==> config.mk <==
export PLATFORM = sky130hd
export DESIGN_NAME = md5_search_ctrl
export DESIGN_NICKNAME = d
export VERILOG_FILES = /design/src/rtl/md5_search_ctrl.sv
export SDC_FILE = /design/constraint.sdc
export NUM_CORES = 1
export LEC_CHECK = 0
export CORE_AREA = 2 2 362 364
export DETAILED_ROUTE_END_ITERATION = 7
export DIE_AREA = 0 0 364 366
export GPL_ROUTABILITY_DRIVEN = 1
export PLACE_DENSITY = 0.34
export SLEW_MARGIN = 10
export SYNTH_ARGS = -nofsm -noshare
export SYNTH_HDL_FRONTEND = slang
export SYNTH_SLANG_ARGS = --single-unit
==> constraint.sdc <==
create_clock -name clk -period 6.36 [get_ports clk]
set_clock_uncertainty 0.05 [all_clocks]
set_input_delay 1.272 -clock clk [delete_from_list [all_inputs] [get_ports clk]]
set_output_delay 1.272 -clock clk [all_outputs]
set_load 0.01 [all_outputs]
==> src/rtl/md5_search_ctrl.sv <==
// Search controller: hands nonces from [nonce_base, nonce_limit] to NUM_CH md5 cores and
// reports the first digest-prefix match or range exhaustion. Optional: MD5_SEARCH_CYCLE_CNT_EN.
module md5_search_ctrl #(
    parameter int NUM_CH     = 4,
    parameter int NONCE_W    = 32,
    parameter int MATCH_BITS = 24,
    parameter int CNT_W      = 32
) (
    input  logic                      clk,
    input  logic                      rst_n,
    input  logic                      run,
    input  logic                      stop,
    input  logic [NONCE_W-1:0]        nonce_base,
    input  logic [NONCE_W-1:0]        nonce_limit,
    input  logic [127:0]              target,
    output logic [NUM_CH-1:0]         core_start,
    output logic [NUM_CH*NONCE_W-1:0] core_nonce,
    input  logic [NUM_CH-1:0]         core_done,
    input  logic [NUM_CH*128-1:0]     core_digest,
    output logic                      busy,
    output logic                      found,
    output logic [NONCE_W-1:0]        found_nonce,
    output logic                      exhausted,
    output logic [CNT_W-1:0]          hash_count,
    output logic [CNT_W-1:0]          cycle_count
);

    localparam int PC_W  = $clog2(NUM_CH + 1);
    localparam int IDX_W = (NUM_CH > 1) ? $clog2(NUM_CH) : 1;

    typedef enum logic [1:0] {
        S_IDLE   = 2'd0,
        S_RUN    = 2'd1,
        S_DRAIN  = 2'd2,
        S_FINISH = 2'd3
    } state_t;

    state_t                state_q, state_d;
    logic [NONCE_W:0]      next_q, next_d;
    logic [NONCE_W-1:0]    limit_q, limit_d;
    logic [MATCH_BITS-1:0] tgt_q, tgt_d;
    logic [NUM_CH-1:0]     chbusy_q, chbusy_d;
    logic [NONCE_W-1:0]    nonce_q [NUM_CH];
    logic [NONCE_W-1:0]    nonce_d [NUM_CH];
    logic                  found_q, found_d;
    logic                  exh_q, exh_d;
    logic                  abort_q, abort_d;
    logic                  armed_q, armed_d;
    logic                  busy_q, busy_d;
    logic [NONCE_W-1:0]    fnonce_q, fnonce_d;
    logic [CNT_W-1:0]      hcnt_q, hcnt_d;

    logic [NUM_CH-1:0]     accept_s;
    logic [NUM_CH-1:0]     match_vec_s;
    logic [NUM_CH-1:0]     core_start_s;
    logic [IDX_W-1:0]      match_idx_s;
    logic [IDX_W-1:0]      free_idx_s;
    logic [PC_W-1:0]       popcnt_s;
    logic [CNT_W:0]        hsum_s;
    logic                  have_free_s;
    logic                  any_match_s;
    logic                  active_s;
    logic                  hit_s;
    logic                  range_left_s;
    logic                  accept_run_s;
    logic                  dispatch_s;

    // Accepted completions, prefix compare and lowest-index priority selection.
    always_comb begin
        accept_s    = core_done & chbusy_q;
        match_vec_s = '0;
        match_idx_s = '0;
        free_idx_s  = '0;
        popcnt_s    = '0;
        for (int i = NUM_CH - 1; i >= 0; i--) begin
            match_vec_s[i] = accept_s[i] &&
                             (core_digest[i*128+127 -: MATCH_BITS] == tgt_q);
            match_idx_s    = match_vec_s[i] ? IDX_W'(i) : match_idx_s;
            free_idx_s     = chbusy_q[i] ? free_idx_s : IDX_W'(i);
            popcnt_s       = popcnt_s + PC_W'(accept_s[i]);
        end
        have_free_s = ~&chbusy_q;
        any_match_s = |match_vec_s;
    end

    assign active_s     = (state_q == S_RUN) || (state_q == S_DRAIN);
    // Matches count only while nothing is found and the search has not been aborted.
    assign hit_s        = active_s && !found_q && !abort_q && !stop && any_match_s;
    assign range_left_s = (next_q <= {1'b0, limit_q});
    assign accept_run_s = (state_q == S_IDLE) && run && armed_q;
    assign dispatch_s   = (state_q == S_RUN) && !stop && !hit_s && range_left_s && have_free_s;
    assign hsum_s       = {1'b0, hcnt_q} + (CNT_W + 1)'(popcnt_s);

    // FSM state register.
    always_ff @(posedge clk or negedge rst_n) begin
        if (!rst_n) begin
            state_q <= S_IDLE;
        end else begin
            state_q <= state_d;
        end
    end

    // FSM next-state logic.
    always_comb begin
        state_d = state_q;
        case (state_q)
            S_IDLE: begin
                if (accept_run_s) begin
                    state_d = (nonce_limit < nonce_base) ? S_FINISH : S_RUN;
                end else begin
                    state_d = S_IDLE;
                end
            end
            S_RUN: begin
                if (stop || hit_s || !range_left_s) begin
                    state_d = S_DRAIN;
                end else begin
                    state_d = S_RUN;
                end
            end
            S_DRAIN: begin
                if (chbusy_q == '0) begin
                    state_d = S_FINISH;
                end else begin
                    state_d = S_DRAIN;
                end
            end
            S_FINISH: state_d = S_IDLE;
            default:  state_d = S_IDLE;
        endcase
    end

    // FSM outputs: start pulse to the lowest free channel.
    always_comb begin
        core_start_s = '0;
        if (dispatch_s) begin
            core_start_s[free_idx_s] = 1'b1;
        end else begin
            core_start_s = '0;
        end
    end

    assign core_start = core_start_s;

    // Datapath next-state: latching, busy bits, counters and result flags.
    always_comb begin
        next_d   = next_q;
        limit_d  = limit_q;
        tgt_d    = tgt_q;
        found_d  = found_q;
        exh_d    = exh_q;
        abort_d  = abort_q;
        armed_d  = armed_q;
        fnonce_d = fnonce_q;
        chbusy_d = (chbusy_q & ~accept_s) | core_start_s;
        hcnt_d   = hsum_s[CNT_W] ? {CNT_W{1'b1}} : hsum_s[CNT_W-1:0];
        if (hit_s) begin
            found_d  = 1'b1;
            fnonce_d = nonce_q[match_idx_s];
        end else begin
            found_d  = found_q;
        end
        if (dispatch_s) begin
            next_d = next_q + (NONCE_W + 1)'(1);
        end else begin
            next_d = next_q;
        end
        if (active_s && stop) begin
            abort_d = 1'b1;
        end else begin
            abort_d = abort_q;
        end
        if (state_q == S_IDLE && !run) begin
            armed_d = 1'b1;
        end else begin
            armed_d = armed_q;
        end
        if (accept_run_s) begin
            armed_d  = 1'b0;
            next_d   = {1'b0, nonce_base};
            limit_d  = nonce_limit;
            tgt_d    = target[127 -: MATCH_BITS];
            found_d  = 1'b0;
            abort_d  = 1'b0;
            fnonce_d = '0;
            hcnt_d   = '0;
            exh_d    = (nonce_limit < nonce_base);
        end else if (state_q == S_DRAIN && state_d == S_FINISH) begin
            exh_d = !found_d && !abort_d;
        end else begin
            exh_d = exh_q;
        end
        busy_d = (state_d == S_RUN) || (state_d == S_DRAIN);
        // Free channels pre-load the next nonce so core_nonce is ready with core_start.
        for (int i = 0; i < NUM_CH; i++) begin
            nonce_d[i] = chbusy_d[i] ? nonce_q[i] : next_d[NONCE_W-1:0];
        end
    end

    // Datapath registers.
    always_ff @(posedge clk or negedge rst_n) begin
        if (!rst_n) begin
            next_q   <= '0;
            limit_q  <= '0;
            tgt_q    <= '0;
            chbusy_q <= '0;
            found_q  <= 1'b0;
            exh_q    <= 1'b0;
            abort_q  <= 1'b0;
            armed_q  <= 1'b0;
            busy_q   <= 1'b0;
            fnonce_q <= '0;
            hcnt_q   <= '0;
            for (int i = 0; i < NUM_CH; i++) begin
                nonce_q[i] <= '0;
            end
        end else begin
            next_q   <= next_d;
            limit_q  <= limit_d;
            tgt_q    <= tgt_d;
            chbusy_q <= chbusy_d;
            found_q  <= found_d;
            exh_q    <= exh_d;
            abort_q  <= abort_d;
            armed_q  <= armed_d;
            busy_q   <= busy_d;
            fnonce_q <= fnonce_d;
            hcnt_q   <= hcnt_d;
            for (int i = 0; i < NUM_CH; i++) begin
                nonce_q[i] <= nonce_d[i];
            end
        end
    end

    // Flatten per-channel nonces onto the output bus.
    always_comb begin
        core_nonce = '0;
        for (int i = 0; i < NUM_CH; i++) begin
            core_nonce[i*NONCE_W +: NONCE_W] = nonce_q[i];
        end
    end

    assign busy        = busy_q;
    assign found       = found_q;
    assign found_nonce = fnonce_q;
    assign exhausted   = exh_q;
    assign hash_count  = hcnt_q;

`ifdef MD5_SEARCH_CYCLE_CNT_EN
    logic [CNT_W-1:0] ccnt_q, ccnt_d;

    // Busy-cycle counter next value, saturating.
    always_comb begin
        if (accept_run_s) begin
            ccnt_d = '0;
        end else if (busy_q && (ccnt_q != {CNT_W{1'b1}})) begin
            ccnt_d = ccnt_q + CNT_W'(1);
        end else begin
            ccnt_d = ccnt_q;
        end
    end

    // Busy-cycle counter register.
    always_ff @(posedge clk or negedge rst_n) begin
        if (!rst_n) begin
            ccnt_q <= '0;
        end else begin
            ccnt_q <= ccnt_d;
        end
    end

    assign cycle_count = ccnt_q;
`else
    assign cycle_count = '0;
`endif

endmodule
# [Word-level counts from Yosys, hierarchy flattened]
# Cells that the tools add are included.
[word_totals] word_cells=115 output_inout_bits=231 reg_bits=292
[op_classes] n_reduce_logical=40 add_sub_neg=5 n_eq_ne=10 n_lt_le_gt_ge=5 muxes=33 bitwise_logic=5
[ops] cell="$mux 32" count=6
[ops] cell="$eq 24x24->1" count=4
[ops] cell="$mux 33" count=2
[ops] cell="$bmux 32 s2" count=1
[ops] cell="$add 32x3->33" count=1
[ops] cell="$add 33x1->33 const B" count=1
[ops] cell="$le 33x32->1" count=1
[ops] cell="$lt 32x32->1" count=1
[ops] cell="$mux 2" count=11
[ops] cell="$logic_and 1x1->1" count=19
[ops] cell="$mux 1" count=10
[ops] cell="$logic_not 1->1" count=9
[ops] cell="$and 4x4->4" count=2
[ops] cell="$eq 2x2->1 const B" count=4
[ops] cell="$pmux 2 s4" count=1
[ops] cell="$reduce_bool 2->1" count=4
[ops] cell="$eq 2x1->1 const B" count=2
[ops] cell="$logic_not 4->1" count=1
[ops] cell="$logic_or 1x1->1" count=4
[ops] cell="$mux 4" count=1
[ops] cell="$not 4->4" count=1
[ops] cell="$or 4x4->4" count=1
[ops] cell="$reduce_and 4->1" count=1
[ops] cell="$reduce_or 4->1" count=1
[ops] cell="other kinds (9)" count=9

# [Logic depth before layout (Yosys ltp)]
[depth] word_depth=14 mapped_depth=13 ltp_nobuf=13

# [Worst setup path before layout]
# No wires, ideal clock.
[synth_path] path_type="input to register" start="input core_done[0]" end="register hcnt_q[22], in the netlist hash_count[22]" cell_stages=12 t_arrival_ns=4.276 n_path_buf=1 setup_slack_ns=1.956 setup_time_ns=0.078 path_cell_list="and2_1 -> fa_1 -> fa_1 -> inv_1 -> fa_1 -> nor3_1 -> and4_1 -> and3_1 -> nor2b_1 -> nand2_1 -> clkbuf_1 -> a21oi_1"
[synth_between] elab_chain_cells=5
[synth_lines] element="from (decl)" line_no="18" rtl="input logic [NUM_CH-1:0] core_done,"
[synth_lines] element="$and 4x4->4" line_no="70" rtl="accept_s = core_done & chbusy_q;"
[synth_lines] element="$add 3x1->3" line_no="80" rtl="popcnt_s = popcnt_s + PC_W'(accept_s[i]);"
[synth_lines] element="$add 32x3->33" line_no="92" rtl="assign hsum_s = {1'b0, hcnt_q} + (CNT_W + 1)'(popcnt_s);"
[synth_lines] element="$mux 32" line_no="156" rtl="hcnt_d = hsum_s[CNT_W] ? {CNT_W{1'b1}} : hsum_s[CNT_W-1:0];"
[synth_lines] element="$mux 32" line_no="178" rtl="if (accept_run_s) begin"
[synth_lines] element="via hcnt_d[22]" line_no="51" rtl="logic [CNT_W-1:0] hcnt_q, hcnt_d;"
[synth_lines] element="to (signal assigned)" line_no="228" rtl="hcnt_q <= hcnt_d;"
[synth_lines] element="to (decl)" line_no="51"
# The timed path passes the listed nets, and every way through them passes these cells.
# A chain may end at the register's enable or synchronous reset.

# [Worst setup path after layout]
[layout_path] start="register next_q[22]" end="output core_start[2]"
[layout_between] elab_chain_cells=4
[layout_lines] element="from (decl)" line_no="39" rtl="logic [NONCE_W:0] next_q, next_d;"
[layout_lines] element="from (signal assigned)" line_no="218" rtl="next_q <= next_d;"
[layout_lines] element="$le 33x32->1" line_no="89" rtl="assign range_left_s = (next_q <= {1'b0, limit_q});"
[layout_lines] element="$logic_and 1x1->1 (2 in a row)" line_no="91" rtl="assign dispatch_s = (state_q == S_RUN) && !stop && !hit_s && range_left_s && have_free_s;"
[layout_lines] element="$mux 4" line_no="136" rtl="if (dispatch_s) begin"
[layout_lines] element="to (decl)" line_no="16" rtl="output logic [NUM_CH-1:0] core_start,"
# No other way between the ends.

==> flow_summary.yaml <==
placement:
  dp_hpwl_um: 67800
  port_buffers: 390
  place_congestion: 0.838
  placed_area_um2: 22600
pwr:
  p_sw_frac: 0.412
  p_seq_frac: 0.328
  clockPowerShare: 0.246
  p_int_mw: 6.10
  comb_power_share: 0.426
  p_sw_mw: 4.28
  leakagePower_nw: 9.30
  max-vdd-ir-drop_mv: 0.180
  p_per_area_nw_per_um2: 430
global_routing:
  grt_pass1_vias: 15300
  grt_pass1_wl_um: 120000
  overflow: 0
  grt_max_degree: 116
  grt_usage: 0.127
  grt_antenna_before_repair: 10
worst_setup_path:
  critPathMostFrequentCell: "nor4_4"
  endpoint_kind: "output pin"
  worst_ep_arrival_time_ns: 4.77
  crit_path_start_kind: "flip-flop"
  crit_path_max_incr_delay_ns: 0.82
  crit_required_ns: 5.04
  worstPathCellList: "ha_1 > nand4_1 > or4_4 > nor4_4 > nor4_1 > or2_1 > nor4_4 > clkdlybuf4s50_1"
  slowest_stage: "nor4_4"
  r2r_cells: 10
  worst-setup-path-type: "reg2out"
  crit_fanout: 6
timing:
  rsz0062_at_grt: "false"
  setup_viol: 0
  hold_viol: 0
  fmax_ghz: 0.164
  drv_slew: 0
  setup_tns_ns: 0
  worst_pin_slew_ns: 1.31
  fin_crit_ns: 6.09
  slew_headroom: 0.126
  fin_crit_sh: 0.957
drt:
  routed_via_density: 3.85
  wl_per_cell_um: 22.4
  drtIter0Drc: 1304
  routed_wl_um: 86600
  drtPass1Iterations: 5
  vias: 14900
  drc: 0
  antenna_left: 0
synthesis:
  synthFlopType: "dfrtp_1"
  synthArstFlopShare: 1.00
  yosysTopAreaCell: "dfrtp_1"
  synthTopCellsByArea: "dfrtp_1 (44%), ha_1 (5.3%), o31ai_1 (4.7%), nand2_1 (4.5%), o21ai_0 (4.4%)"
  synthDistinctLibCells: 59
  seq_area_frac_synth: 0.440
  avgSynthCellArea_um2: 9.69
  syn_inst: 1712
  synth_area_um2: 16600
  yosys_warnings: 0
  synth_top_area_frac: 0.440
  ys_ff_latch: 292
  synth_edf_count: 0
floorplanning:
  ios: 943
  dieArea_um2: 133000
  die_h_um: 366
  num_rows: 132
  start_util: 0.129
  core-area_um2: 129000
  fp.dieW_um: 364
clock_network:
  ctsLongestPathBuffers: 3
  cts.clk_slew.worst_paths_ns: 0.05
  clockRootBuffer: "clkbuf_16"
  cts_resized: 0
  cts.sinks: 292
  holdBufCountCts: 0
  cts_buffers: 42
  cts_tree: "built"
  clock_latency_ns: 0.61
  cts-htree-levels: 2
  post_cts_buffers: 0
outcome:
  status: "finished clean"
layout:
  final_area_um2: 24200
  nets: 2860
  drive_gt1_frac: 0.0875
  area_delta_synth_final_pct: 45.6
job:
  drv_cap: 0
min_path:
  hold_depth: 2
  hold_class: "reg2reg"
[worst max-delay path, delay by kind of cell, from the launching register on]
family | cells | cell delay, ns
adder cells (fa/ha/maj) | 1 | 0.35
buffers and inverters | 1 | 0.69
flip-flops | 1 | 0.49
AND/OR/NAND/NOR | 6 | 2.58
[stage by stage]
stage          std cells  hold WS, ns  setup WS [ns]  utilization  power (mW)
4_1_cts             3846        0.443          0.149        0.187        10.5
3_3_place_gp        3773        0.432          0.450        0.175        7.83
5_1_grt             3847        0.468         0.0465        0.187        11.1
3_5_place_dp        3773        0.429          0.427        0.175        7.91
6_report            3862        0.439          0.273        0.187        10.4
2_1_floorplan       1743        0.400           1.96            -        5.41
[logic make-up after synthesis]
logic type	after synthesis	share of synthesized area
other cells	1	0.000226
xor+xnor	123	0.0649
buf+inv	237	0.0624
flops	292	0.440
fa+ha+maj	73	0.0564
simple gates	527	0.159
compound gates	396	0.154
mux	63	0.0624
[flip-flops by register name (all words and copies together), names as in the netlist, 2 cells and up]
register     count
chbusy_q         4
next_q          33
hash_count      32
state_q          2
core_nonce     128
found_nonce     32
limit_q         32
tgt_q           24
[path summary, 6_finish.rpt]
check                      startpoint              end  slack (ns)
max                        next_q[22]    core_start[2]        0.27
min                        limit_q[0]       limit_q[0]        0.44
max reg2reg                next_q[22]   core_nonce[14]        1.29
min reg2reg                limit_q[0]       limit_q[0]        0.44
max in group asynchronous       rst_n  found_nonce[25]        4.31
min in group asynchronous       rst_n         tgt_q[4]        0.70
[routing by layer]
metal	global-route usage	up-vias	wire, µm
met5	0	-	27
li1	-	6821	-
met4	0.0333	4	1960
met2	0.177	607	34400
met1	0.188	7340	43400
met3	0.0362	84	6800
[cells in the final DEF (no fill, tap or decap), drive strengths merged, types with 4 or more instances in the layout]
cell type,count
mux2,4
nor2,83
nand3,37
a21oi,57
mux4,32
xnor2,61
nand2,198
conb,32
nor4,51
and4,9
nand3b,4
dfrtp,292
a22o,32
clkbuf,53
o211ai,5
a21o,14
and2,6
nand4b,4
mux2i,27
a31oi,6
diode,16
o31ai,104
nor3,21
nand4,51
inv,85
bufinv,7
ha,70
o21ai,148
xor2,62
a211oi,7
nand2b,29
clkdlybuf4s50,389
clkinv,10
buf,52
nor2b,9
and3,18
or2,4
[power by group through the flow]
| stage | sequential (mW) | clock (mW) | combinational, mW |
|---|---|---|---|
| floorplan | 3.11 | 0 | 2.31 |
| global placement | 3.40 | 0 | 4.43 |
| detailed placement | 3.42 | 0 | 4.49 |
| CTS | 3.40 | 2.65 | 4.50 |
| global route | 3.49 | 2.72 | 4.89 |
| finish | 3.40 | 2.55 | 4.42 |
[synthesized netlist by cell type, types with 5 or more instances]
library cell and count:
nand2_1 198, nand2b_1 29, a21o_1 14, xor2_1 62
and2_1 6, nor2b_1 9, mux2i_1 27, and3_1 18
nand3_1 37, buf_2 17, nor2_1 83, o31ai_1 104
o211ai_1 5, inv_1 84, a22o_1 32, nor3_1 21
mux4_2 32, buf_4 33, clkbuf_1 97, buf_1 6
xnor2_1 61, a21oi_1 56, ha_1 70, o21ai_0 145
and4_1 9, dfrtp_1 292, a211oi_1 7, a31oi_1 6
nand4_1 51, nor4_1 45
[area by class of cell]
type | instances | area, µm²
Sequential cell | 292 | 7310
Antenna cell | 16 | 40.0
Tap cell | 1742 | 2180
Clock inverter | 20 | 335
Fill cell | 14200 | 105000
Multi-Input combinational cell | 1214 | 8440
Inverter | 84 | 315
Timing Repair Buffer | 441 | 4380
Clock buffer | 53 | 1160
Note: power is estimated with default switching activity, not from simulation.
